`config.mk`:
```
export PLATFORM = sky130hd
export DESIGN_NAME = limber_gnrl_idiv
export DESIGN_NICKNAME = d
export VERILOG_FILES = /design/src/rtl/limber_gnrl_pkg.sv /design/src/rtl/limber_gnrl_idiv_step.sv /design/src/rtl/limber_gnrl_idiv.sv
export SDC_FILE = /design/constraint.sdc
export NUM_CORES = 1
export LEC_CHECK = 0
export CAP_MARGIN = 30
export CORE_ASPECT_RATIO = 0.8
export CORE_MARGIN = 2
export CORE_UTILIZATION = 38
export CTS_BUF_LIST = sky130_fd_sc_hd__clkbuf_2 sky130_fd_sc_hd__clkbuf_4 sky130_fd_sc_hd__clkbuf_8
export DETAILED_ROUTE_END_ITERATION = 16
export PLACE_DENSITY_LB_ADDON = 0.15
export SLEW_MARGIN = 0
export SYNTH_ARGS = -nofsm -noshare
export SYNTH_HDL_FRONTEND = slang
export SYNTH_SLANG_ARGS = --single-unit
```
`constraint.sdc`:
```
create_clock -name i_clk -period 3.43 [get_ports i_clk]
set_input_delay 1.029 -clock i_clk [delete_from_list [all_inputs] [get_ports i_clk]]
set_output_delay 1.029 -clock i_clk [all_outputs]
set_load 0.02 [all_outputs]
```
`src/rtl/limber_gnrl_pkg.sv`:
```
// -----------------------------------------------------------------------------
// limber_gnrl_pkg
// Shared definitions for the limber_gnrl integer divider:
//   - state_e   : 2-bit FSM state encoding (IDLE, CALC, FIX, DONE)
//   - cnt_width : width of an iteration counter able to hold 0..dw
// -----------------------------------------------------------------------------
package limber_gnrl_pkg;

    typedef enum logic [1:0] {
        ST_IDLE = 2'b00,
        ST_CALC = 2'b01,
        ST_FIX  = 2'b10,
        ST_DONE = 2'b11
    } state_e;

    // Counter width needed to count dw iterations
    function automatic int cnt_width(input int dw);
        return $clog2(dw + 32'sd1);
    endfunction

endpackage

```
`src/rtl/limber_gnrl_idiv_step.sv`:
```
// -----------------------------------------------------------------------------
// limber_gnrl_idiv_step
// One combinational restoring-division step.
// Ports:
//   prem    [DW2:0]   : partial remainder with the next dividend bit shifted in
//   dsr     [DW2-1:0] : divisor magnitude
//   rem_nxt [DW2-1:0] : partial remainder after the trial subtraction
//   q_bit             : quotient bit produced by this step
// -----------------------------------------------------------------------------
module limber_gnrl_idiv_step #(
    parameter int DW2 = 32
) (
    input  logic [DW2:0]   prem,
    input  logic [DW2-1:0] dsr,
    output logic [DW2-1:0] rem_nxt,
    output logic           q_bit
);

    logic           ge_s;
    logic [DW2-1:0] diff_s;

    // Trial subtraction; keep the difference only when it does not borrow
    always_comb begin
        ge_s   = (prem >= {1'b0, dsr});
        // When ge_s holds, the difference is below dsr and fits in DW2 bits
        diff_s = prem[DW2-1:0] - dsr;
        if (ge_s) begin
            rem_nxt = diff_s;
            q_bit   = 1'b1;
        end else begin
            rem_nxt = prem[DW2-1:0];
            q_bit   = 1'b0;
        end
    end

endmodule

```
`src/rtl/limber_gnrl_idiv.sv`:
```
// -----------------------------------------------------------------------------
// limber_gnrl_idiv
// Iterative restoring integer divider (signed or unsigned), one quotient bit
// per cycle, valid/ready handshake on both sides. Quotient truncates toward
// zero; the remainder takes the sign of the dividend.
// Ports:
//   i_clk, i_rst_n (async, active low), i_clr (synchronous abort)
//   i_valid / o_ready            : request handshake
//   i_signed, i_dividend[DW1], i_divisor[DW2] : request operands
//   o_valid / i_ready            : result handshake
//   o_quo[DW1], o_rem[DW2], o_dbz, o_ovf : result and flags (qualified by o_valid)
// Optional feature: define LIMBER_GNRL_IDIV_FASTPATH_EN to answer divide-by-zero
// and signed-overflow requests without running the iterations.
// -----------------------------------------------------------------------------
module limber_gnrl_idiv
    import limber_gnrl_pkg::*;
#(
    parameter int DW1 = 32,
    parameter int DW2 = 32
) (
    input  logic           i_clk,
    input  logic           i_rst_n,
    input  logic           i_clr,
    input  logic           i_valid,
    output logic           o_ready,
    input  logic           i_signed,
    input  logic [DW1-1:0] i_dividend,
    input  logic [DW2-1:0] i_divisor,
    output logic           o_valid,
    input  logic           i_ready,
    output logic [DW1-1:0] o_quo,
    output logic [DW2-1:0] o_rem,
    output logic           o_dbz,
    output logic           o_ovf
);

    localparam int             CW       = cnt_width(DW1);
    localparam logic [CW-1:0]  CNT_ZERO = {CW{1'b0}};
    localparam logic [CW-1:0]  CNT_ONE  = {{(CW-1){1'b0}}, 1'b1};
    localparam logic [CW-1:0]  CNT_LAST = CW'(DW1 - 1);
    localparam logic [DW1-1:0] DVD_MIN  = {1'b1, {(DW1-1){1'b0}}};
    localparam logic [DW1-1:0] QUO_ONES = {DW1{1'b1}};
    localparam logic [DW2-1:0] REM_ZERO = {DW2{1'b0}};

    state_e         state_r, state_nxt_s;
    logic [CW-1:0]  cnt_r;
    logic [DW1-1:0] quo_r;
    logic [DW2-1:0] prem_r, dsr_r, dvd_lo_r;
    logic           signed_r, sgn_dvd_r, sgn_dsr_r, dbz_r, ovf_r;
    logic           o_ready_r, o_valid_r, o_dbz_r, o_ovf_r;
    logic [DW1-1:0] o_quo_r;
    logic [DW2-1:0] o_rem_r;

    logic           in_dvd_neg_s, in_dsr_neg_s, in_dbz_s, in_ovf_s;
    logic [DW1-1:0] in_dvd_mag_s;
    logic [DW2-1:0] in_dsr_mag_s;
    logic [DW2-1:0] step_rem_s;
    logic           step_q_s;
    logic [DW1-1:0] fix_quo_s;
    logic [DW2-1:0] fix_rem_s;

    assign o_ready = o_ready_r;
    assign o_valid = o_valid_r;
    assign o_quo   = o_quo_r;
    assign o_rem   = o_rem_r;
    assign o_dbz   = o_dbz_r;
    assign o_ovf   = o_ovf_r;

    // Operand decode: magnitudes (signed mode only) and special-case detection
    always_comb begin
        in_dvd_neg_s = i_signed & i_dividend[DW1-1];
        in_dsr_neg_s = i_signed & i_divisor[DW2-1];
        in_dvd_mag_s = in_dvd_neg_s ? -i_dividend : i_dividend;
        in_dsr_mag_s = in_dsr_neg_s ? -i_divisor  : i_divisor;
        in_dbz_s     = (i_divisor == {DW2{1'b0}});
        in_ovf_s     = i_signed & (i_dividend == DVD_MIN) & (&i_divisor);
    end

    limber_gnrl_idiv_step #(.DW2(DW2)) u_step (
        .prem    ({prem_r, quo_r[DW1-1]}),
        .dsr     (dsr_r),
        .rem_nxt (step_rem_s),
        .q_bit   (step_q_s)
    );

    // Sign correction of the magnitude result, with special-case overrides
    always_comb begin
        fix_quo_s = quo_r;
        fix_rem_s = prem_r;
        if (dbz_r) begin
            fix_quo_s = QUO_ONES;
            fix_rem_s = dvd_lo_r;
        end else if (ovf_r) begin
            fix_quo_s = DVD_MIN;
            fix_rem_s = REM_ZERO;
        end else begin
            if (signed_r && (sgn_dvd_r ^ sgn_dsr_r)) begin
                fix_quo_s = -quo_r;
            end else begin
                fix_quo_s = quo_r;
            end
            if (signed_r && sgn_dvd_r) begin
                fix_rem_s = -prem_r;
            end else begin
                fix_rem_s = prem_r;
            end
        end
    end

    // FSM state register
    always_ff @(posedge i_clk or negedge i_rst_n) begin
        if (!i_rst_n) begin
            state_r <= ST_IDLE;
        end else begin
            state_r <= state_nxt_s;
        end
    end

    // FSM next-state logic; abort wins over acceptance and consumption
    always_comb begin
        state_nxt_s = state_r;
        if (i_clr) begin
            state_nxt_s = ST_IDLE;
        end else begin
            case (state_r)
                ST_IDLE: begin
                    if (i_valid) begin
`ifdef LIMBER_GNRL_IDIV_FASTPATH_EN
                        if (in_dbz_s || in_ovf_s) begin
                            state_nxt_s = ST_DONE;
                        end else begin
                            state_nxt_s = ST_CALC;
                        end
`else
                        state_nxt_s = ST_CALC;
`endif
                    end else begin
                        state_nxt_s = ST_IDLE;
                    end
                end
                ST_CALC: begin
                    if (cnt_r == CNT_LAST) begin
                        state_nxt_s = ST_FIX;
                    end else begin
                        state_nxt_s = ST_CALC;
                    end
                end
                ST_FIX: begin
                    state_nxt_s = ST_DONE;
                end
                ST_DONE: begin
                    if (o_valid_r && i_ready) begin
                        state_nxt_s = ST_IDLE;
                    end else begin
                        state_nxt_s = ST_DONE;
                    end
                end
                default: begin
                    state_nxt_s = ST_IDLE;
                end
            endcase
        end
    end

    // Iteration counter; returns to zero when CALC ends or on abort
    always_ff @(posedge i_clk or negedge i_rst_n) begin
        if (!i_rst_n) begin
            cnt_r <= CNT_ZERO;
        end else if (i_clr) begin
            cnt_r <= CNT_ZERO;
        end else if (state_r == ST_CALC) begin
            cnt_r <= (cnt_r == CNT_LAST) ? CNT_ZERO : (cnt_r + CNT_ONE);
        end else begin
            cnt_r <= cnt_r;
        end
    end

    // Operand capture on acceptance, one restoring step per CALC cycle
    always_ff @(posedge i_clk or negedge i_rst_n) begin
        if (!i_rst_n) begin
            quo_r     <= {DW1{1'b0}};
            prem_r    <= REM_ZERO;
            dsr_r     <= REM_ZERO;
            dvd_lo_r  <= REM_ZERO;
            signed_r  <= 1'b0;
            sgn_dvd_r <= 1'b0;
            sgn_dsr_r <= 1'b0;
            dbz_r     <= 1'b0;
            ovf_r     <= 1'b0;
        end else if (!i_clr && (state_r == ST_IDLE) && i_valid) begin
            // The dividend magnitude is shifted out MSB-first while quotient bits enter
            quo_r     <= in_dvd_mag_s;
            prem_r    <= REM_ZERO;
            dsr_r     <= in_dsr_mag_s;
            dvd_lo_r  <= i_dividend[DW2-1:0];
            signed_r  <= i_signed;
            sgn_dvd_r <= i_dividend[DW1-1];
            sgn_dsr_r <= i_divisor[DW2-1];
            dbz_r     <= in_dbz_s;
            ovf_r     <= in_ovf_s;
        end else if (state_r == ST_CALC) begin
            quo_r  <= {quo_r[DW1-2:0], step_q_s};
            prem_r <= step_rem_s;
        end else begin
            quo_r  <= quo_r;
            prem_r <= prem_r;
        end
    end

    // Handshake outputs; o_valid rises one cycle after entering DONE from IDLE
    always_ff @(posedge i_clk or negedge i_rst_n) begin
        if (!i_rst_n) begin
            o_ready_r <= 1'b1;
            o_valid_r <= 1'b0;
        end else begin
            o_ready_r <= (state_nxt_s == ST_IDLE);
            o_valid_r <= (state_nxt_s == ST_DONE) && (state_r != ST_IDLE);
        end
    end

    // Result registers, loaded once per operation and held through DONE
    always_ff @(posedge i_clk or negedge i_rst_n) begin
        if (!i_rst_n) begin
            o_quo_r <= {DW1{1'b0}};
            o_rem_r <= REM_ZERO;
            o_dbz_r <= 1'b0;
            o_ovf_r <= 1'b0;
        end else if ((state_r == ST_FIX) && (state_nxt_s == ST_DONE)) begin
            o_quo_r <= fix_quo_s;
            o_rem_r <= fix_rem_s;
            o_dbz_r <= dbz_r;
            o_ovf_r <= ovf_r;
`ifdef LIMBER_GNRL_IDIV_FASTPATH_EN
        end else if ((state_r == ST_IDLE) && (state_nxt_s == ST_DONE)) begin
            o_quo_r <= in_ovf_s ? DVD_MIN  : QUO_ONES;
            o_rem_r <= in_ovf_s ? REM_ZERO : i_dividend[DW2-1:0];
            o_dbz_r <= in_dbz_s;
            o_ovf_r <= in_ovf_s;
`endif
        end else begin
            o_quo_r <= o_quo_r;
            o_rem_r <= o_rem_r;
            o_dbz_r <= o_dbz_r;
            o_ovf_r <= o_ovf_r;
        end
    end

endmodule

```
==> reports/results.tsv <==
metric	value	unit
status	complete, no violations	
routed wire length	40.67	mm
Worst IR Drop VDD	349.6	uV
combinational family with the most area after synthesis	simple AND/OR/NAND/NOR gates	
Max-slew headroom	43.44	%
Global Route Usage Sum	22.98	%
NetSw	4.579	mW
DIE HEIGHT	169.3	um
Synth Area in Adders	3.818	%
final antenna-violating net count	0	
largest net degree at the start of global routing	67	
predominant post-synthesis flop cell	dfrtp_1	
Slew @ Worst Pin	0.8484	ns
top cell type's share of synthesized area	39.91	%
Reg area	5206	um2
area occupied by multi-input gates	7214	um2
IO Pins	138	
xor/xnor share of the synthesized area	9.718	%
average cell area after synthesis	8.277	um2
Finished Cell Area	16180	um2
Yosys cell types	71	
CP Max Fanout	5	
CTS Buf Count	38	
min-delay worst type	in2async	
placed instance area	15360	um2
clock group share of total power	23.4	%
# setup viols final	0	
Syn. warnings	0	
worst setup margin	0.1584	ns
Area contributors post-synth	dfrtp_1 (40%), nand2_1 (8.7%), xnor2_1 (5.5%), nor2_1 (4.7%), o21ai_0 (4.5%)	
cts hold-fix bufs	0	
clock skew	0.02440	ns
Post-synth EDFFs	0	
LEAKAGE	7.180	nW
DRC violations left	0	
first-pass GRT wire length	64.99	mm
Fmax	0.3057	GHz
top-count cell post-synth	nand2_1	
H-tree depth	2	
CTS clk-pin slew, worst paths	0.06	ns
Util after Layout	48.10	%
Int Power	6.472	mW
WP data required	3.86	ns
area leader, netlist	dfrtp_1	
CTS Sinks	208	
startpoint types	flip-flop	
global placement routability congestion	0.8904	
Comb power frac	45.3	%
routed vias	11960	
Crit. End Element	flip-flop	
Syn Inst Count	1568	
syn nets	1677	
Port Buf Inserts	137	
Simple-Gate Fraction of Synth Area	20.99	%
post-synthesis mux area share	0.7809	%
Final min period	3.272	ns
Initial Util	38.59	%
Clk Latency, worst-skew pair	0.57	ns
drt pass-1 iters	5	
Post-synth ARST share	100.0	%
CTS resizes	0	
synthesis-to-finish area growth	24.63	%
synthesized flop and latch total	208	
overflow left after global routing	0	
initial antenna violation count	0	
R2R cell count	13	
# fillers	3318	
compound-cell area share of the yosys netlist	20.07	%
die area	35660	um2
CTS tree	built	
postcts setup bufs	0	
share of layout cells above drive strength 1	10.94	%
Net Sw Frac	41.44	%
core region area	33630	um2
RSZ-0062 raised after global routing	no	
critical path class	reg2reg	
post-place setup slack	-0.2932	ns
Cell Pwr Density	683.2	nW/um2
DP HPWL	30.42	mm
Post-synth top cells	nand2_1 (302), dfrtp_1 (207), nor2_1 (162)	
Die X	210.6	um
mapped cell area	12980	um2
Setup TNS Final	0	ns
CTS max path bufs	3	
register area share after synthesis	40.11	%
register share of total power	31.3	%
DRT iter0 DRCs	793	
vias per cell	5.395	
Max Cap Viol	0	
DR WL/cell	18.34	um
Hold Fails Final Rpt	0	
Slew Limit Fails	0	
number of global-route vias before repair	11427	
Arr. time, crit path	3.70	ns
fin crit share	95.38	%
Site Rows	60	
root buf cell	clkbuf_8	
antenna fix cells	0	
fin nets	1867	
layer usage:
metal  vias up  global-route usage (%)  share of wire (%)
met3        49                   3.719                5.6
met2       333                   32.39                 41
met5         -                       0                  0
li1       5847                       -                  -
met1      5731                   36.07                 52
met4         0                   5.726                1.7
cells in the final DEF (no fill, tap or decap), types with 4 or more instances in the layout:
cell	count
o41ai_1	8
nor2b_1	5
inv_1	51
a31oi_1	37
nor2_1	161
a32oi_1	6
a22oi_1	5
buf_12	5
o21ai_1	17
and2_1	5
dfrtp_1	207
nand2b_1	4
or4_1	9
nand4_1	15
mux2i_1	9
a221oi_1	20
nor3_1	27
o22a_1	22
o21ai_0	117
xnor2_1	82
buf_4	97
or3_1	16
xor2_1	62
o31ai_1	19
clkdlybuf4s50_1	136
nor4_1	8
clkbuf_4	12
nand3_1	20
a21o_1	18
a21oi_1	104
ha_1	38
o21a_1	4
o22ai_1	5
and3_1	18
nor3_2	4
clkbuf_8	50
nand2_1	302
worst paths after layout:
kind	from	endpoint	slack, ns
setup / recovery	quo_r[31]	prem_r[30]	0.16
hold / removal	i_rst_n	prem_r[27]	0.45
setup reg to reg	quo_r[31]	prem_r[30]	0.16
hold reg to reg	o_quo[26]	o_quo[26]	0.47
max in group asynchronous	i_rst_n	o_quo[11]	2.28
min in group i_clk	o_quo[26]	o_quo[26]	0.47
flip-flops by register name (all words and copies together), names as in the netlist:
register	count
dsr_r	32
dvd_lo_r	32
o_quo	32
o_rem	32
prem_r	32
quo_r	32
cnt_r	6
state_r	2
dbz_r	1
o_dbz	1
o_ovf	1
o_ready	1
o_valid	1
ovf_r	1
sgn_dsr_r	1
signed_r	1
power by group through the flow:
stage	Sequential (mW)	Combinational, mW	Clock, mW
floorplan	3.33	3.65	0
global placement	3.48	4.93	0
detailed placement	3.49	4.96	0
CTS	3.45	4.98	2.64
global route	3.52	5.58	2.75
finish	3.46	5.01	2.58
worst max-delay path, stage by stage, from the launching register on:
cell     delay (ns)
dfrtp_1        0.37
inv_1          0.13
ha_1           0.24
inv_1          0.07
fa_1           0.40
a21o_1         0.20
a221o_1        0.34
a21oi_1        0.19
nand3_1        0.15
nand2_1        0.10
o21ai_0        0.27
a41oi_1        0.36
mux2i_1        0.24
nand2_1        0.07
logic make-up (layout without fill, tap and decap cells):
family	count (synthesis)	in the layout
AND/OR/NAND/NOR	618	618
AO/OA/AOI/OAI	408	408
flip-flops	208	208
XOR/XNOR	144	144
buffers and inverters	141	356
adder cells (fa/ha/maj)	39	39
multiplexers	10	10
area by class of cell:
type	count	share of cell area, %
multi-input combinational	1219	44.60
clock buffer	61	4.726
clock inverter	4	0.2939
inverter	51	1.183
tap	434	3.357
sequential	208	32.19
timing repair buffer	240	13.65
stage by stage:
step	power, mW	hold WS (ns)	instances
final	11.05	0.4523	2217
after global routing	11.85	0.4718	2217
after CTS	11.08	0.4501	2217
after detailed placement	8.453	0.4593	2152
after global placement	8.410	0.4527	2151
after floorplan	6.976	0.4379	1568
Power figures use the tool's default switching activity.
==> patch 1 (same flow settings) <==
Add a define of `LIMBER_GNRL_IDIV_FASTPATH_EN`.
--- a/src/rtl/limber_gnrl_idiv.sv
+++ b/src/rtl/limber_gnrl_idiv.sv
@@ -14,2 +14,4 @@
 // -----------------------------------------------------------------------------
+`define LIMBER_GNRL_IDIV_FASTPATH_EN
+
 module limber_gnrl_idiv
Check against the original RTL: not equivalent (Yosys sat finds a counterexample within 4 cycles, from zero or initial values and one cycle with i_rst_n low).
==> patch 1 against the unedited design <==
The run now ends with negative setup slack left; register-to-register slack improved by 0.07 ns; power increased by 21%; sequential cell count unchanged; worst setup slack got worse by 0.17 ns; clock skew decreased by 0.0044 ns; design area increased by 9.2%; wire length increased by 13%; synthesized area increased by 3.2%; cell count increased by 8.1%; non-clock buffer count increased by 111; sequential share of layout area decreased by 2.7 points; synthesized cell count increased by 2.7%; die area increased by 3.1%; largest cell class unchanged; largest power group unchanged.
==> patch 1: results (changes against the unedited design) <==
The tools report the number of unique standard cell types used by synthesis as 72 (+1.4%). The number of nets in the synthesized netlist was 1720 (+2.6%); the total instance count after detailed placement was 2324 (+8.0%). The logs give 18.1% (-5.3 points) for the portion of total power attributed to the clock network and -0.0145 ns (-0.173 ns) for the least setup slack across all paths after layout. The multiplexer share of the synthesized area is 2.03% (+1.2 points). The first-pass GRT wire length was 72.2 mm (+11%).

Largest fanout on the critical path: 8 (+3). Sorting the synthesized cells by area gives the leading types as sky130_fd_sc_hd__dfrtp_1 39%, sky130_fd_sc_hd__nand2_1 7.7%, sky130_fd_sc_hd__o21ai_0 5.5%, sky130_fd_sc_hd__xor2_1 4.6%, sky130_fd_sc_hd__nor2_1 3.8%. The tools report the sum of net half-perimeters after detailed placement as 34.0 mm (+12%). Sorting the synthesized cells by how often they occur yields 273 x sky130_fd_sc_hd__nand2_1, 207 x sky130_fd_sc_hd__dfrtp_1, 146 x sky130_fd_sc_hd__o21ai_0. The tools report the startpoint of the most critical setup path as i_divisor[11]. The run gives 1311 (+65%) as the number of DRC markers in iteration 0. The overall fraction of global-route tracks in use was 25.2% (+2.3 points); the transition time at the pin with the least slew margin was 0.705 ns (-0.144 ns).

Detailed-route wire length: 45.8 mm (+13%). The checks that failed: negative setup slack. The number of failing setup endpoints in the final timing report is 3 (+3). The endpoint identified for the worst register-to-register timing path is prem_r[26]$_DFFE_PN0P_.

The share of the synthesized netlist area taken by xor and xnor gates was 8.24% (-1.5 points). Sequential logic power: 0.00392 W (+13%). The pin count of the biggest net entering global routing was 95 (+42%); the final layout net count was 2012 (+7.8%). The logs give 8.00 nW (+11%) for the reported leakage power and 0.913 (+2.5%) for the weighted congestion at the end of routability-driven global placement. The number of global-route vias before repair is 12599 (+10%), and the via count of the routed design is 13235 (+11%). The tools report the worst-case clock skew as 0.0200 ns (-0.00441 ns). The run gives 16600 µm² (+8.1%) as the placed instance area.

The run finished, with violations left. Worst slack at placement: -1.02 ns (-0.725 ns). The number of buffers inserted by post-CTS setup repair is 4 (+4). The final setup TNS is -0.0191 ns (-0.0191 ns). The share of post-route cells with drive strength above 1 came out at 16.9% (+6.0 points). The worst-case register-to-register setup slack is 0.23 ns (+0.07 ns), and the routed length per instance is 19.1 µm (+4.1%). Number of detailed-route iterations in the first pass: 6 (+1).
-- patch 1: worst min-delay path by stage --
stage                             startpoint  slack [ns]  depth (start not counted)                        to
floorplan           dvd_lo_r[20]$_DFFE_PN0P_        0.45                          2  dvd_lo_r[20]$_DFFE_PN0P_
global placement    dvd_lo_r[19]$_DFFE_PN0P_        0.46                          2  dvd_lo_r[19]$_DFFE_PN0P_
detailed placement  dvd_lo_r[24]$_DFFE_PN0P_        0.46                          2  dvd_lo_r[24]$_DFFE_PN0P_
CTS                                  i_rst_n        0.40                          1     dsr_r[26]$_DFFE_PN0P_
global route                         i_rst_n        0.43                          1     dsr_r[26]$_DFFE_PN0P_
finish                               i_rst_n        0.42                          1     dsr_r[26]$_DFFE_PN0P_
-- patch 1: per-layer routing --
metal,vias up,global-route usage (%),part of all wire (%)
li1,6378,-,-
met1,6334,39.3,51
met2,461,35.8,41
met3,62,4.40,7.1
met4,0,6.01,1.7
met5,-,0,0
-- patch 1: layout make-up --
cell class | count | area (µm²)
multi-input combinational | 1244 | 7760
inverter | 59 | 221
sequential | 208 | 5210
tap | 472 | 591
fill | 3386 | 17100
timing repair buffer | 351 | 3150
clock buffer | 57 | 709
clock inverter | 5 | 32.5
-- patch 1: worst max-delay path, cell delays in order --
cell	delay (ns)
sky130_fd_sc_hd__clkdlybuf4s50_1	0.53
sky130_fd_sc_hd__nand4_1	0.13
sky130_fd_sc_hd__nor4_2	0.31
sky130_fd_sc_hd__buf_4	0.18
sky130_fd_sc_hd__nand4_1	0.18
sky130_fd_sc_hd__nor3_4	0.28
sky130_fd_sc_hd__nor2_4	0.06
sky130_fd_sc_hd__a211o_4	0.33
sky130_fd_sc_hd__or3_4	0.47
sky130_fd_sc_hd__buf_16	0.19
sky130_fd_sc_hd__o22a_1	0.17
==> patch 2 (config.mk and constraints unchanged) <==
Without the edit above. Encoding of `state_e`: now Gray code (2 bits for 4 states).
--- a/src/rtl/limber_gnrl_pkg.sv
+++ b/src/rtl/limber_gnrl_pkg.sv
@@ -11,4 +11,4 @@
         ST_CALC = 2'b01,
-        ST_FIX  = 2'b10,
-        ST_DONE = 2'b11
+        ST_FIX  = 2'b11,
+        ST_DONE = 2'b10
     } state_e;
Check against the original RTL: same outputs for any inputs over 10 cycles, from zero or initial values and one cycle with i_rst_n low; not proved beyond that.
==> patch 2 against the unedited design <==
Non-clock buffer count rose by 19; design area rose by 3.9%; largest cell class unchanged; worst setup slack got worse by 0.070 ns; sequential cell count did not move; critical endpoint is now quo_r[26]$_DFFE_PN0P_; clock skew rose by 0.0077 ns; synthesized area rose by 3.2%; wire length rose by 8.2%; power rose by 1.9%; clock power rose by 2%; critical path depth fell by 4.
==> patch 2: results (changes against the unedited design) <==
Worst-case clock skew: 0.0321 ns (+0.00768 ns). The share of total power consumed by net switching is 41.8% (+0.33 points), and the sum of net half-perimeters after detailed placement is 33.0 mm (+8.5%). Synthesized-area fraction occupied by ao, oa, aoi and oai cells: 21.5% (+1.5 points). The worst-case register-to-register setup slack is 0.26 ns (+0.10 ns). In this run the critical register-to-register path is launched from dsr_r[15]$_DFFE_PN0P_.

The number of fill cells was 3414 (+2.9%). The number of global-route vias before repair was 12410 (+8.6%). For the number of nets in the synthesized netlist, the log shows 1764 (+5.2%). The largest fanout on the critical path came out at 4 (-1). The tools report the detailed-route wire length as 44.0 mm (+8.2%). The overall fraction of global-route tracks in use came out at 24.5% (+1.5 points).

Ranked by instance count, the synthesized netlist is headed by 305 x sky130_fd_sc_hd__nand2_1, 207 x sky130_fd_sc_hd__dfrtp_1, 163 x sky130_fd_sc_hd__nor2_1. The worst voltage drop across the vdd grid was 0.000259 V (-26%); the pin count of the biggest net entering global routing was 82 (+22%). The critical path data arrival time was 3.78 ns (+0.08 ns); the share of the synthesized netlist area taken by xor and xnor gates was 8.50% (-1.2 points).

The final layout net count is 1957 (+4.8%), and the weighted congestion at the end of routability-driven global placement is 0.956 (+7.3%). Fraction of the mapped netlist area in adder cells: 3.70% (-0.12 points). The largest stage delay on the critical path is 0.60 ns (+0.20 ns), and the number of buffers inserted during clock tree synthesis is 39 (+2.6%).

The depth of the worst register-to-register path was 11 (-2). The share of post-route cells with drive strength above 1 was 11.7% (+0.74 points). Capture instance of the worst register-to-register path: quo_r[0]$_DFFE_PN0P_. For the reported leakage power, the log shows 7.34 nW (+2.2%). The number of unique standard cell types used by synthesis is 76 (+7.0%). The multiplexer share of the synthesized area was 0.776% (-0.0052 points); the cell-internal power was 0.00656 W (+1.3%). Among all stages on the critical path, the largest delay is contributed by sky130_fd_sc_hd__or4_4. The flow ran to the end, and the final reports show no timing, DRC or antenna violations.

The sequential fraction of the synthesis area was 38.9% (-1.2 points); the number of DRC markers in iteration 0 was 1271 (+60%). The via count of the routed design is 12936 (+8.2%), and the maximum root-to-sink buffer count is 3 (unchanged).
==> patch 2: routing by layer <==
layer	wire, µm	global-route usage [%]
met4	803	5.59
met1	22500	38.3
met5	0	0
met2	18100	35.0
met3	2610	3.81
==> patch 2: worst max path at each step <==
stage	from	to	slack, ns	cells past startpoint
4_1_cts	i_dividend[7]	quo_r[25]$_DFFE_PN0P_	0.12	9
5_1_grt	dsr_r[15]$_DFFE_PN0P_	quo_r[0]$_DFFE_PN0P_	0.003	11
3_5_place_dp	i_dividend[7]	quo_r[30]$_DFFE_PN0P_	-0.45	10
6_report	i_dividend[7]	quo_r[26]$_DFFE_PN0P_	0.09	9
2_1_floorplan	i_dividend[6]	quo_r[28]$_DFFE_PN0P_	0.19	8
3_3_place_gp	i_dividend[7]	quo_r[26]$_DFFE_PN0P_	-0.45	9
==> patch 2: cell type report <==
cell class / instances / share of cell area [%]
multi-input cells: 1276 / 45.0
flip-flops and latches: 208 / 31.0
repair buffers: 259 / 14.1
clock buffers: 64 / 4.65
well taps: 472 / 3.52
inverters: 64 / 1.43
clock inverters: 4 / 0.313
==> patch 2: per-stage QoR <==
step | instances | hold slack, ns | setup slack [ns] | area [µm²]
4_1_cts | 2347 | 0.411 | 0.121 | 16800
3_3_place_gp | 2279 | 0.460 | -0.447 | 16000
6_report | 2347 | 0.414 | 0.0882 | 16800
2_1_floorplan | 1655 | 0.446 | 0.187 | 13400
5_1_grt | 2347 | 0.438 | 0.00287 | 16800
3_5_place_dp | 2279 | 0.462 | -0.452 | 16000
==> patch 2: worst register-to-register path: cells and delay by family, from the launching register on <==
kind,cells,cell delay (ns)
DFF,1,0.41
adders and majority gates,1,0.43
AOI/OAI and AO/OA,5,1.39
buffers and inverters,2,0.34
and+or+nand+nor,3,0.51
